--- src/rtl/stopwatch_pkg.sv ---
// stopwatch_pkg: shared stopwatch state codes (IDLE/COUNT/PAUSE/LAP) and BCD digit width
package stopwatch_pkg;
  localparam int BCD_W = 4;
  typedef enum logic [1:0] {IDLE = 2'd0, COUNT = 2'd1, PAUSE = 2'd2, LAP = 2'd3} state_t;
endpackage

--- src/rtl/pb_debounce_pulse.sv ---
// pb_debounce_pulse: 2-FF sync + DB_CYCLES debounce + rising-edge one-cycle pulse; ports clk, rst_n, pb (raw in), pulse (out)
module pb_debounce_pulse #(
  parameter int DB_CYCLES = 16
) (
  input  logic clk,
  input  logic rst_n,
  input  logic pb,
  output logic pulse
);
  localparam int CW = $clog2(DB_CYCLES + 1);
  localparam logic [CW-1:0] LAST = CW'(DB_CYCLES - 1);
  logic s1, s2, db, db_d;
  logic [CW-1:0] cnt;
  always_ff @(posedge clk) begin
    if (!rst_n) begin
      {s1, s2, db, db_d, pulse} <= '0;
      cnt <= '0;
    end else begin
      s1 <= pb;
      s2 <= s1;
      db_d <= db;
      pulse <= db & ~db_d;
      cnt <= (s2 != db && cnt != LAST) ? cnt + 1'b1 : '0;
      db <= (s2 != db && cnt == LAST) ? s2 : db;
    end
  end
endmodule

--- src/rtl/stopwatch_ctrl.sv ---
// stopwatch_ctrl: debounced start/lap buttons, 4-state FSM, tick prescaler, BCD time counter, lap freeze; ports clk, rst_n, pb_start, pb_lap -> count_enable, state_led, tick, lap_active, time_live, time_disp
module stopwatch_ctrl
  import stopwatch_pkg::*;
#(
  parameter int DIGITS    = 4,
  parameter int TICK_DIV  = 1000000,
  parameter int DB_CYCLES = 16
) (
  input  logic                      clk,
  input  logic                      rst_n,
  input  logic                      pb_start,
  input  logic                      pb_lap,
  output logic                      count_enable,
  output logic [1:0]                state_led,
  output logic                      tick,
  output logic                      lap_active,
  output logic [BCD_W*DIGITS-1:0]   time_live,
  output logic [BCD_W*DIGITS-1:0]   time_disp
);
  localparam int PW = $clog2(TICK_DIV);
  localparam logic [PW-1:0] PLAST = PW'(TICK_DIV - 1);
  state_t state, st_n;
  logic s_p, l_p, s, l, ce_n, c;
  logic [PW-1:0] pre, pre_n;
  logic [BCD_W*DIGITS-1:0] lap_q, inc;
  pb_debounce_pulse #(.DB_CYCLES(DB_CYCLES)) u_start (.clk(clk), .rst_n(rst_n), .pb(pb_start), .pulse(s_p));
  pb_debounce_pulse #(.DB_CYCLES(DB_CYCLES)) u_lap (.clk(clk), .rst_n(rst_n), .pb(pb_lap), .pulse(l_p));
  assign s = s_p;
  assign l = l_p & ~s_p;
  always_comb begin
    st_n = state;
    unique case (state)
      IDLE:  st_n = s ? COUNT : IDLE;
      COUNT: st_n = s ? PAUSE : l ? LAP : COUNT;
      LAP:   st_n = s ? PAUSE : l ? COUNT : LAP;
      PAUSE: st_n = s ? COUNT : l ? IDLE : PAUSE;
    endcase
    ce_n = st_n == COUNT || st_n == LAP;
    pre_n = (st_n == IDLE || state == IDLE) ? '0 : count_enable ? (pre == PLAST ? '0 : pre + 1'b1) : pre;
  end
  always_comb begin
    inc = time_live;
    c = 1'b1;
    for (int i = 0; i < DIGITS; i++) begin
      inc[BCD_W*i +: BCD_W] = c ? (time_live[BCD_W*i +: BCD_W] == 4'd9 ? 4'd0 : time_live[BCD_W*i +: BCD_W] + 4'd1) : time_live[BCD_W*i +: BCD_W];
      c = c & (time_live[BCD_W*i +: BCD_W] == 4'd9);
    end
  end
  always_ff @(posedge clk) begin
    if (!rst_n) begin
      state <= IDLE;
      pre <= '0;
      {tick, count_enable, lap_active} <= '0;
      time_live <= '0;
      lap_q <= '0;
    end else begin
      state <= st_n;
      pre <= pre_n;
      tick <= ce_n && pre_n == PLAST;
      count_enable <= ce_n;
      lap_active <= st_n == LAP;
      time_live <= (state == PAUSE && st_n == IDLE) ? '0 : tick ? inc : time_live;
      if (state == COUNT && st_n == LAP) lap_q <= time_live;
    end
  end
  assign state_led = state;
  assign time_disp = lap_active ? lap_q : time_live;
endmodule

--- config.mk ---
export PLATFORM = sky130hd
export DESIGN_NAME = stopwatch_ctrl
export DESIGN_NICKNAME = d
export VERILOG_FILES = /design/src/rtl/stopwatch_pkg.sv /design/src/rtl/pb_debounce_pulse.sv /design/src/rtl/stopwatch_ctrl.sv
export SDC_FILE = /design/constraint.sdc
export NUM_CORES = 1
export LEC_CHECK = 0
export CELL_PAD_IN_SITES_DETAIL_PLACEMENT = 1
export CELL_PAD_IN_SITES_GLOBAL_PLACEMENT = 1
export CORE_MARGIN = 1.5
export CORE_UTILIZATION = 35
export DETAILED_ROUTE_END_ITERATION = 8
export PLACE_DENSITY_LB_ADDON = 0.1
export SYNTH_ARGS = -nofsm -noshare
export SYNTH_HDL_FRONTEND = slang
export SYNTH_SLANG_ARGS = --single-unit
--- constraint.sdc ---
create_clock -name clk -period 4.8 [get_ports clk]
set_clock_uncertainty 0.15 [all_clocks]
set_input_delay 0.96 -clock clk [delete_from_list [all_inputs] [get_ports clk]]
set_output_delay 0.96 -clock clk [all_outputs]
set_load 0.05 [all_outputs]
# --- After elaboration in Yosys (flattened, before gate mapping) ---
# Index checks and enable logic that the tools add are counted.
classes:
  eq_ne: 17
  n_mux: 16
  bitwise_logic: 9
  n_reduce_logical: 17
  add_sub_neg: 7
ops:
  columns: ["operator", "count"]
  rows:
  - ["20-bit two-way mux", 3]
  - ["20-bit equality test, second input constant", 2]
  - ["20-bit by 1-bit adder with 20-bit output, second input constant", 1]
  - ["4-bit by 1-bit adder with 4-bit output, second input constant", 4]
  - ["4-bit equality test, second input constant", 4]
  - ["16-bit two-way mux", 1]
  - ["4-bit two-way mux", 4]
  - ["2-bit two-way mux", 6]
  - ["5-bit by 1-bit adder with 5-bit output, second input constant", 2]
  - ["5-bit by 4-bit equality test with 1-bit output, second input constant", 2]
  - ["5-bit by 4-bit inequality test with 1-bit output, second input constant", 2]
  - ["2-bit AND reduction", 5]
  - ["2-bit case mux with 4 select lines", 1]
  - ["1-bit logical AND", 7]
  - ["2-bit equality test, second input constant", 3]
  - ["1-bit AND", 5]
  - ["2-bit by 1-bit equality test with 1-bit output, second input constant", 2]
  - ["2-bit logical NOT", 2]
  - ["1-bit NOT", 4]
  - ["1-bit logical OR", 2]
  - ["1-bit inequality test", 2]
  - ["2-bit OR reduction", 1]
  - ["1-bit two-way mux", 1]
totals:
  ff_bits: 77
  elab_cells: 88
  output_inout_bits: 37
  inputBits: 4

# --- Depth between registers and ports, before layout ---
# Gate-level depths: netlist of the first run.
depth:
  depth_word: 10
  depth_mapped: 7
  depth_no_buf: 6

# --- Modules after synthesis ---
# From an unflattened synthesis of the first run, not the netlist that was laid out.
unflattened:
  hier_cells: 397
  hier_area_um2: 3572.2
modules_own_cells:
  columns: ["mod", "instances", "area_per_inst_um2", "seq_area_each_um2", "cells_per_inst"]
  rows:
  - ["stopwatch_ctrl", 1, 2886.5, 1121.1, 335]
  - ["pb_debounce_pulse", 2, 342.8, 200.2, 31]

# --- Worst setup path after synthesis of the first run ---
# No wires, ideal clock.
synth_path:
  path_type: "reg2out"
  startpoint: "register lap_active"
  endpoint: "output port time_disp[13]"
  n_path_buf: 2
  required_ns: 3.690
  slack_ns: 1.596
  stages_incl_launch_ff: 4
  t_arrival_ns: 2.094
  cell_sequence: "dfxtp_1 > clkbuf_1 > buf_1 > o21ai_0"
synth_via:
  elab_chain_cells: 1
synth_rtl:
  columns: ["element", "line", "rtl"]
  rows:
  - ["start: declaration", "stopwatch_ctrl.sv:16", "output logic lap_active,"]
  - ["start signal: assignment", "stopwatch_ctrl.sv:53", "{tick, count_enable, lap_active} <= '0;"]
  - ["start signal: assignment", "stopwatch_ctrl.sv:61", "lap_active <= st_n == LAP;"]
  - ["16-bit two-way mux", "stopwatch_ctrl.sv:67", "assign time_disp = lap_active ? lap_q : time_live;"]
  - ["end: declaration", "stopwatch_ctrl.sv:18", "output logic [BCD_W*DIGITS-1:0] time_disp"]
# No other way between the ends.

# --- Worst setup path in the final report of the first run ---
layout_path:
  startpoint: "register lap_active"
  endpoint: "output port time_disp[6]"
# Same word-level chain as after synthesis.

==> results of run 1 <==
-- power by group through the flow --
stage	clock, mW	combinational [mW]	sequential (mW)
6_report	0.589	0.0124	0.633
5_1_grt	0.632	0.0141	0.633
4_1_cts	0.607	0.0129	0.633
3_5_place_dp	0	0.0129	0.648
3_3_place_gp	0	0.0125	0.648
2_1_floorplan	0	0.00672	0.648
-- cells by family after synthesis --
| group | count (synthesis) |
|---|---|
| simple gates | 181 |
| flops | 76 |
| compound gates | 54 |
| xor+xnor | 33 |
| buf+inv | 30 |
| mux | 19 |
| fa+ha+maj | 5 |
-- worst min-delay path by stage --
stage	to	depth (start not counted)
finish	u_lap.pulse	1
global route	u_lap.pulse	1
CTS	u_start.pulse	1
detailed placement	u_start.pulse	1
global placement	u_start.pulse	1
floorplan	u_lap.pulse	1
-- cell usage in the layout (no fill, tap or decap), types with 2 or more instances in the layout --
| cell type | synthesis | final |
|---|---|---|
| dfxtp_1 | 76 | 76 |
| nand4_1 | 7 | 7 |
| nand2_1 | 47 | 47 |
| xor2_1 | 14 | 14 |
| a21oi_1 | 29 | 29 |
| mux2i_1 | 5 | 5 |
| clkbuf_8 | 0 | 9 |
| and3_1 | 3 | 3 |
| nor3b_1 | 6 | 5 |
| bufinv_16 | 0 | 3 |
| nand3_1 | 12 | 12 |
| mux2_2 | 14 | 14 |
| or3_1 | 2 | 2 |
| nand2b_1 | 6 | 6 |
| nor4bb_1 | 2 | 2 |
| nand3b_1 | 3 | 3 |
| xnor2_1 | 19 | 19 |
| and2_1 | 9 | 9 |
| a211o_1 | 2 | 2 |
| nor2_1 | 45 | 45 |
| o21ai_0 | 12 | 12 |
| clkdlybuf4s50_1 | 0 | 40 |
| ha_1 | 5 | 5 |
| and4b_1 | 4 | 4 |
| nor4_1 | 4 | 4 |
| inv_1 | 13 | 13 |
| nor2b_1 | 12 | 12 |
| nor3_1 | 10 | 10 |
-- registers in the layout (all words and copies together), names as in the netlist, 2 cells and up --
signal       count
lap_q           16
pre             20
state_led        2
time_live       16
u_lap.cnt        5
u_start.cnt      5
-- worst register-to-register path: cells and delay by family (launching register included) --
family	cells	cell delay, ns
AOI/OAI and AO/OA	1	0.14
DFF	1	0.70
and+or+nand+nor	4	1.84
-- final cells by class --
cell class              count  area [um^2]
fillers                  1142         5470
multi-input cells         292         1830
flip-flops and latches     76         1520
repair buffers             41          408
well taps                 133          166
clock buffers              10          128
clock inverters             6          111
inverters                  13         48.8
-- per-stage QoR --
step,util (%),power (mW),setup WS (ns),hold WS (ns)
detailed placement,41.1,0.661,1.42,0.233
global route,43.5,1.28,1.20,0.253
global placement,41.1,0.660,1.51,0.222
finish,43.5,1.23,1.33,0.234
floorplan,-,0.654,1.60,0.217
CTS,43.5,1.25,1.28,0.239
-- layer usage --
| metal | vias up | wire (um) | global-route usage [%] | part of all wire, % |
|---|---|---|---|---|
| met5 | - | 0 | 0 | 0 |
| met4 | 0 | 120 | 6.95 | 1.5 |
| met3 | 8 | 177 | 2.64 | 2.3 |
| met2 | 38 | 3730 | 26.9 | 47 |
| met1 | 1359 | 3830 | 20.4 | 49 |
| li1 | 1423 | - | - | - |
==> results.md, run 1 <==
* Largest family of logic cells by synthesized area: simple AND/OR/NAND/NOR gates
* Register area share after synthesis at 43.8%
* Nets@finish at approximately 440
* CTS Root Cell: clkbuf_8
* Post-synth top area share at 43.8%
* Largest area contributor in the netlist: dfxtp_1
* Fin crit period at 3.47 ns
* GRT Residual Overflow at 0
* Yosys reg bits at 76
* Levels on crit path at 2
* Max Cap Viol at 0
* Setup violations, final at 0
* Fin crit share at between 70% and 80%
* Post-CTS Hold Buffers at 0
* Top_reg_cell synth: dfxtp_1
* Slew Limit Fails at 0
* Wire length per cell at roughly 14 um
* Critical path launch point type: flop
* Cell Count Post-Placement at 555
* Top-Level Pins at 41
* Clk network pwr share at 47.7%
* Num CTS Buffers at 9
* RSZ-0062 raised after global routing: false
* First-pass iteration count of the detailed router at 4
* Outcome: finished clean
* Placed Instance Area at 0.00398 mm^2
* Antenna cells at 0
* Peak VDD IR at 0.176 mV
* Synth cell types at 50
* HP Class: flop to flop
* First-pass GRT wire length at 13,200 um
* Synth Area in Compound Gates at 9.47%
* Share of layout cells above drive strength 1 at 8.90%
* Non-filler instance count after layout at 571
* R2R setup slack at ~1.9 ns
* TritonCTS clock tree: built
* Psw at between 200 and 300 uW
* DR iter-0 viols at 61
* WP data arrival at roughly 2.4 ns
* Clk_lat worst skew at 0.34 ns
* Final hold violation count at 0
* Critical path type: flop to output pin
* Final GP Congestion at 0.765
* Die height at 103 um
* Via count of the first global-routing pass at 2,780
* Synth area leaders: dfxtp_1, nand2_1, nor2_1
* H-tree depth at 3
* Max Freq at 288 MHz
* Post-Synth Adder-Cell Area at approximately 1.8%
* Worst path max stage delay at about 0.87 ns
* Initial antenna violation count at 0
* Vias at 2,828
* Critical Path RT at approximately 3.7 ns
* Mapped Area at 0.00347 mm^2
* Reg-to-reg critical path startpoint: state_led[0]
* Slew headroom at 25.4%
* Total GRT Usage at between 10% and 20%
* CTS resizes at 0
* Switch share at 20.4%
* Core Footprint at 0.00968 mm^2
* Simple-Gate Fraction of Synth Area at a little over a quarter
* Final instance area at roughly 0.0042 mm^2
* P_int at about 980 uW
* Clock buffer depth at 2
* Crit-path cells: mux2_2 > clkdlybuf4s50_1
* Final ANT Viol Nets at 0
* PD cells at 293 mW/mm^2
* Worst setup EP type: output pin
* Crit path launch: lap_active
* Row count at 36
* DP Wirelength at 5510 um
* Critical path's slowest cell: dfxtp_1
* Max FO, Critical Path at 19
* CP top delay family: flip-flops
* Worst Tran Pin Value at 1.11 ns
* Full die area at 0.0105 mm^2
* Vias/cell at 4.95
* Worst Reg-to-Reg Cells at 5
* Number of enable flip-flop cells after synthesis at 0
* Comb power frac at 1.0%
* DRT Wirelength at 7860 um
* Syn Nets at 407
* CP Capture Point: time_disp[6]
* Worst reg2reg endpoint: tick
* Leakage at 1.35 nW
* XOR/XNOR Fraction of Synth Area at 8.32%
* Mux contribution to synthesized area at 5.98%
* Initial Util at between 30% and 40%
* Area grow syn2layout at 21.4%
* Port Buffer Count at 40
* Sequential Power Share at 51.3%
* Clock sink count at 76
* Reg clk slew, reported paths at 0.08 ns
* Most numerous cell in the Yosys netlist: dfxtp_1
* Final setup TNS at 0 ns
* Post-synthesis average cell area at 8.73 um^2
* Worst Path Buf+Inv at 1
* Largest net degree at the start of global routing at 23
* Asr flop ratio synth at 0%
* Worst hold start: u_lap.db_d
* Synth cell count leaders: dfxtp_1, nand2_1, nor2_1, a21oi_1, xnor2_1
* # DRC at 0
* Ys Warns at 0
* Synth Instances at 398
* Post-CTS Setup Inserts at 0
* Die X-Extent at 103 um
Power figures use the tool's default switching activity.
==> run 2, diff against run 1 <==
==> constraint.sdc (replaced) <==
create_clock -name clk -period 2.8 [get_ports clk]
set_clock_uncertainty 0.15 [all_clocks]
set_input_delay 0.56 -clock clk [delete_from_list [all_inputs] [get_ports clk]]
set_output_delay 0.56 -clock clk [all_outputs]
set_load 0.05 [all_outputs]
==> run 2 against run 1 <==
Net effect: first-iteration DRC count fell by 21%; hold slack gained 0.0034 ns; die area is the same; core utilization is 0.18 points higher; critical path depth is 1 lower; final area is 0.42% higher; register-to-register slack got worse by 1.5 ns; global-route usage rose by 0.26 points; routed wire length up 3.8%; power up 66%; clock power up 59%; critical endpoint is now state_led[0]; largest power group unchanged; highest routed layer unchanged.
==> results.md, run 2 (synthesis results as in run 1) <==
* # DRC at 0 (unchanged)
* Worst setup EP type: output pin
* Via count of the first global-routing pass at 2,763 (-0.61%)
* DR iter-0 viols at 48 (-21%)
* Die X-Extent at 103 um (unchanged)
* Largest registers: pre (20), lap_q (16), time_live (16)
* Slew headroom at 63.5% (+38 points)
* Final setup TNS at 0 ns (unchanged)
* Critical Path RT at 2.09 ns (-1.60 ns)
* Leakage at 1.42 nW (+5.6%)
* Final ANT Viol Nets at 0 (unchanged)
* Critical path's slowest cell: clkdlybuf4s50_1
* Port Buffer Count at 40 (unchanged)
* Fin crit period at 2.53 ns
* Final GP Congestion at 0.845 (+11%)
* Crit-path cells: clkdlybuf4s50_1
* CTS resizes at 0 (unchanged)
* Worst Path Buf+Inv at 1 (unchanged)
* Clock sink count at 76 (unchanged)
* Share of layout cells above drive strength 1 at 14.7% (+5.8 points)
* WP data arrival at 1.82 ns (-0.54 ns)
* Max Cap Viol at 0 (unchanged)
* R2R setup slack at 0.41 ns (-1.50 ns)
* CP top delay family: buffers and inverters
* Most frequent cells in the layout: dfxtp_1, nand2_1, nor2_1
* Post-CTS Hold Buffers at 0 (unchanged)
* First-pass GRT wire length at 13,400 um (+1.1%)
* Num CTS Buffers at 9 (unchanged)
* Antenna cells at 0 (unchanged)
* Vias/cell at 4.89 (-1.3%)
* Setup violations, final at 0 (unchanged)
* Final hold slack at 0.238 ns (+0.00343 ns)
* Initial antenna violation count at 0 (unchanged)
* Post-CTS Setup Inserts at 0 (unchanged)
* Reg-to-reg critical path startpoint: state_led[0]
* Total GRT Usage at 16.3% (+0.26 points)
* Peak VDD IR at 0.265 mV (+50%)
* Clk network pwr share at 45.9% (-1.8 points)
* Initial Util at 35.9% (unchanged)
* Comb power frac at 1.1% (about the same)
* First-pass iteration count of the detailed router at 4 (unchanged)
* Top-Level Pins at 41 (unchanged)
* Biggest register: pre
* Clk_lat worst skew at 0.35 ns (about the same)
* Largest net degree at the start of global routing at 22 (-4.3%)
* Clock buffer depth at 2 (unchanged)
* Row count at 36 (unchanged)
* Max Freq at 395 MHz
* P_int at 1.60 mW (+63%)
* Fin crit share at about nine tenths
* Commonest non-fill, non-tap cell in the layout: dfxtp_1
* Area grow syn2layout at 21.9%
* Die height at 103 um (unchanged)
* Psw at 447 uW (+78%)
* DP Wirelength at 5920 um (+7.5%)
* Nets@finish at 452 (+2.3%)
* PD cells at 483 mW/mm^2 (+65%)
* H-tree depth at 3 (unchanged)
* DRT Wirelength at 8150 um (+3.8%)
* Core Footprint at 0.00968 mm^2 (unchanged)
* Switch share at 21.8% (+1.5 points)
* Vias at 2,841 (+0.46%)
* Final hold violation count at 0 (unchanged)
* Sequential Power Share at 53.0% (+1.7 points)
* Flip-flop count of the largest register after layout at 20 (unchanged)
* Crit path launch: state_led[0]
* Worst hold start: u_start.db_d
* Reg clk slew, reported paths at 0.09 ns (about the same)
* Wire length per cell at 14.0 um (+2.0%)
* Critical path launch point type: flop
* Critical path type: flop to output pin
* Worst path max stage delay at 0.92 ns (+0.05 ns)
* Max FO, Critical Path at 12 (-7)
* GRT Residual Overflow at 0 (unchanged)
* Slew Limit Fails at 0 (unchanged)
* Full die area at 0.0105 mm^2 (unchanged)
* TritonCTS clock tree: built
* Outcome: finished clean
* Worst Tran Pin Value at 0.546 ns (-0.568 ns)
* Filler cell count at 1,135 (-0.61%)
* HP Class: flop to flop
* CTS Root Cell: clkbuf_8
* RSZ-0062 raised after global routing: false
==> run 2: changes by cell type in the layout (fill, tap and decap cells not counted) <==
| cell | previous run | this run |
|---|---|---|
| inv_6 | 1 | 2 |
| bufinv_16 | 3 | 2 |
| clkbuf_1 | 1 | 0 |
| clkdlybuf4s50_1 | 40 | 24 |
| buf_4 | 1 | 27 |
| clkinvlp_4 | 1 | 2 |
==> run 2: power groups by stage <==
| stage | sequential (mW) | combinational (mW) | clock, mW |
|---|---|---|---|
| 3_3_place_gp | 1.11 | 0.0229 | 0 |
| 3_5_place_dp | 1.11 | 0.0229 | 0 |
| 5_1_grt | 1.09 | 0.0248 | 1.02 |
| 4_1_cts | 1.09 | 0.0228 | 0.978 |
| 2_1_floorplan | 1.11 | 0.0115 | 0 |
| 6_report | 1.08 | 0.0223 | 0.938 |
==> run 2: per-layer routing <==
metal / track usage (%) / routed length [um] / vias up / share of wire (%)
met5: 0 / 0 / - / 0
met2: 26.2 / 3770 / 38 / 46
met1: 21.5 / 3980 / 1351 / 49
met3: 3.46 / 288 / 10 / 3.5
li1: - / - / 1442 / -
met4: 6.32 / 110 / 0 / 1.3
==> run 2: cell type report <==
type	count	area, um^2	share of cell area (%)
clock buffers	9	124	2.93
well taps	133	166	3.93
repair buffers	51	443	10.5
clock inverters	7	97.6	2.31
multi-input cells	292	1830	43.3
flip-flops and latches	76	1520	35.9
inverters	13	48.8	1.15
==> run 2: worst paths after layout <==
kind	endpoint	depth (start not counted)
worst min register to register	u_start.pulse	1
worst max-delay path	state_led[0]	1
worst max register to register	tick	5
worst min-delay path	u_start.pulse	1
==> run 2: per-stage QoR <==
stage	std cells	util, %	instance area [um^2]	total power [mW]	setup WS (ns)
finish	581	43.7	4230	2.05	0.271
global route	581	43.7	4230	2.13	0.156
CTS	581	43.7	4230	2.09	0.238
detailed placement	565	41.4	4010	1.13	0.418
global placement	565	41.4	4010	1.13	0.499
floorplan	398	-	3470	1.12	-0.00369
==> run 3, diff against run 2 <==
--- a/config.mk
+++ b/config.mk
@@ -5,12 +5,13 @@
 export SDC_FILE = /design/constraint.sdc
 export NUM_CORES = 1
 export LEC_CHECK = 0
+export ABC_AREA = 1
 export CELL_PAD_IN_SITES_DETAIL_PLACEMENT = 1
 export CELL_PAD_IN_SITES_GLOBAL_PLACEMENT = 1
 export CORE_MARGIN = 1.5
 export CORE_UTILIZATION = 35
 export DETAILED_ROUTE_END_ITERATION = 8
-export PLACE_DENSITY_LB_ADDON = 0.1
+export PLACE_DENSITY = 0.82
 export SYNTH_ARGS = -nofsm -noshare
 export SYNTH_HDL_FRONTEND = slang
 export SYNTH_SLANG_ARGS = --single-unit
==> run 3 against run 2 <==
Net effect: combinational power rose by 27%; flip-flop and latch count unchanged; critical path type unchanged; cell count grew 16%; first-iteration DRC count rose to 3.0 times the previous value; hold slack hardly changed; worst setup slack worse by 0.051 ns; synthesized cell count is 24% higher; routed wire length up 12%.
==> results.md, run 3 <==
* Outcome: finished clean
* Filler cell count at 1,275 (+12%)
* Worst Tran Pin Value at 0.699 ns (+0.152 ns)
* Core Footprint at 0.00973 mm^2 (+0.47%)
* Die height at 103 um (+0.40%)
* Critical path's slowest cell: clkdlybuf4s50_1
* Vias at 3,245 (+14%)
* Critical Path RT at 2.09 ns (about the same)
* Total GRT Usage at 18.3% (+1.9 points)
* Met3 Track Usage GR at 4.20% (+0.75 points)
* Clock sink count at 76 (unchanged)
* Antenna cells at 0 (unchanged)
* # DRC at 0 (unchanged)
* CTS resizes at 0 (unchanged)
* Slew Limit Fails at 0 (unchanged)
* Clk_lat worst skew at 0.35 ns (about the same)
* Worst Reg-to-Reg Cells at 4 (-1)
* H-tree depth at 3 (unchanged)
* Largest net degree at the start of global routing at 34 (+55%)
* Wire length per cell at 13.5 um (-3.7%)
* GRT Residual Overflow at 0 (unchanged)
* Final setup TNS at 0 ns (unchanged)
* Critical path type: flop to output pin
* GRT met2 Usage at 32.0% (+5.8 points)
* Post-synthesis average cell area at 7.07 um^2 (-19%)
* DRT Wirelength at 9110 um (+12%)
* Most Crowded Layer GR: met2
* Top_reg_cell synth: dfxtp_1
* Placed Instance Area at 0.00398 mm^2 (-0.78%)
* DR iter-0 viols at 144 (+200%)
* Clk network pwr share at 44.4% (-1.5 points)
* Initial antenna violation count at 0 (unchanged)
* Critical path launch point type: flop
* Initial Util at 36.0% (+0.13 points)
* Post-CTS Setup Inserts at 0 (unchanged)
* Nets@finish at 545 (+21%)
* Sequential Power Share at 54.2% (+1.2 points)
* Largest registers: pre (20), lap_q (16), time_live (16)
* Number of enable flip-flop cells after synthesis at 0 (unchanged)
* Die X-Extent at 103 um (+0.40%)
* Largest area contributor in the netlist: dfxtp_1
* Final instance area at 0.00419 mm^2 (-1.0%)
* Most numerous cell in the Yosys netlist: nand2_1
* Via count of the first global-routing pass at 3,207 (+16%)
* Syn Nets at 504 (+24%)
* Leakage at 1.60 nW (+13%)
* Post-synth top area share at 43.4% (-0.36 points)
* RSZ-0062 raised after global routing: false
* Flip-flop count of the largest register after layout at 20 (unchanged)
* Full die area at 0.0106 mm^2 (+0.80%)
* WP data arrival at 1.87 ns (+0.05 ns)
* Worst path max stage delay at 0.90 ns (-0.02 ns)
* Hold depth at 1 (unchanged)
* Num CTS Buffers at 9 (unchanged)
* Post-CTS Hold Buffers at 0 (unchanged)
* Slew headroom at 53.4% (-10 points)
* Synth cell types at 32 (-36%)
* P_int at 1.56 mW (-2.4%)
* Synth cell count leaders: nand2_1, nor2_1, dfxtp_1, inv_1, o21ai_0
* Row count at 36 (unchanged)
* PD cells at 478 mW/mm^2 (-1.1%)
* Asr flop ratio synth at 0% (unchanged)
* First-pass iteration count of the detailed router at 4 (unchanged)
* Top-Level Pins at 41 (unchanged)
* Port Buffer Count at 40 (unchanged)
* Worst Path Buf+Inv at 1 (unchanged)
* TritonCTS clock tree: built
* Switch share at 22.1% (+0.29 points)
* Pwr Total at 2.00 mW (-2.1%)
* Fin crit share at 92.1% (+1.8 points)
* Final hold slack at 0.238 ns (-0.000216 ns)
* Register area share after synthesis at 43.4% (-0.36 points)
* Mapped Area at 0.00350 mm^2 (+0.83%)
* Synth area leaders: dfxtp_1, nand2_1, nor2_1
* Area grow syn2layout at 19.6%
* Ys Warns at 0 (unchanged)
* Max Freq at 388 MHz (-2.0%)
* CP top delay family: buffers and inverters
* Clock buffer depth at 2 (unchanged)
* Biggest register: pre
* DP Wirelength at 6710 um (+13%)
* Final hold violation count at 0 (unchanged)
* Max FO, Critical Path at 12 (unchanged)
* Most frequent cells in the layout: nand2_1, nor2_1, dfxtp_1
* Yosys reg bits at 76 (unchanged)
* Setup violations, final at 0 (unchanged)
* CTS Root Cell: clkbuf_8
* Final ANT Viol Nets at 0 (unchanged)
* Final GP Congestion at 0.830 (-1.8%)
* Comb power frac at 1.4% (+0.3 points)
* Synth Instances at 495 (+24%)
* Levels on crit path at 1 (unchanged)
* Worst setup EP type: output pin
* Reg clk slew, reported paths at 0.08 ns (about the same)
* First-pass GRT wire length at 15,000 um (+13%)
* Grt met1 use at 22.8% (+1.3 points)
* Vias/cell at 4.81 (-1.5%)
* Crit-path cells: clkdlybuf4s50_1
* HP Class: flop to flop
* Psw at 443 uW (-0.78%)
* Fin crit period at 2.58 ns (+0.0506 ns)
* Peak VDD IR at 0.308 mV (+16%)
* Commonest non-fill, non-tap cell in the layout: nand2_1
* Max Cap Viol at 0 (unchanged)
* Share of layout cells above drive strength 1 at 11.1% (-3.6 points)
[run 3: metrics by stage]
step | util, % | worst slack [ns] | instances
6_report | 43.1 | 0.220 | 674
5_1_grt | 43.1 | 0.129 | 674
4_1_cts | 43.1 | 0.183 | 674
3_5_place_dp | 40.9 | 0.341 | 658
3_3_place_gp | 40.9 | 0.396 | 658
2_1_floorplan | - | 0.137 | 495
[run 3: kinds of logic (layout without fill, tap and decap cells)]
logic type / count (synthesis) / after routing / share of synthesized area (%)
flops: 76 / 76 / 43.4
simple gates: 225 / 225 / 28.4
xor+xnor: 11 / 11 / 2.75
compound gates: 89 / 89 / 13.5
buf+inv: 89 / 135 / 10.1
fa+ha+maj: 5 / 5 / 1.79
[run 3: path summary, 6_finish.rpt]
path / startpoint / end / slack (ns)
setup / recovery: state_led[0] / state_led[0] / 0.22
hold / removal: u_lap.db_d / u_lap.pulse / 0.24
setup reg to reg: state_led[0] / time_live[5] / 0.79
hold reg to reg: u_lap.db_d / u_lap.pulse / 0.24
[run 3: power by group through the flow]
| stage | Clock [mW] | Combinational [mW] | Sequential, mW |
|---|---|---|---|
| 2_1_floorplan | 0 | 0.0180 | 1.11 |
| 3_3_place_gp | 0 | 0.0270 | 1.11 |
| 3_5_place_dp | 0 | 0.0283 | 1.11 |
| 4_1_cts | 0.915 | 0.0288 | 1.09 |
| 5_1_grt | 0.955 | 0.0315 | 1.09 |
| 6_report | 0.889 | 0.0283 | 1.09 |
[run 3: cell type report]
class	instances	area (um^2)	area share [%]
tap	133	166	3.97
inverter	76	285	6.81
clock inverter	4	55.1	1.31
timing repair buffer	43	380	9.08
clock buffer	12	155	3.70
multi-input combinational	330	1630	38.8
sequential	76	1520	36.3
[run 3: layer usage]
metal  part of all wire, %  up-vias
li1                      -     1646
met1                    46     1572
met2                    51       21
met3                   2.2        6
met4                  0.78        0
met5                     0        -
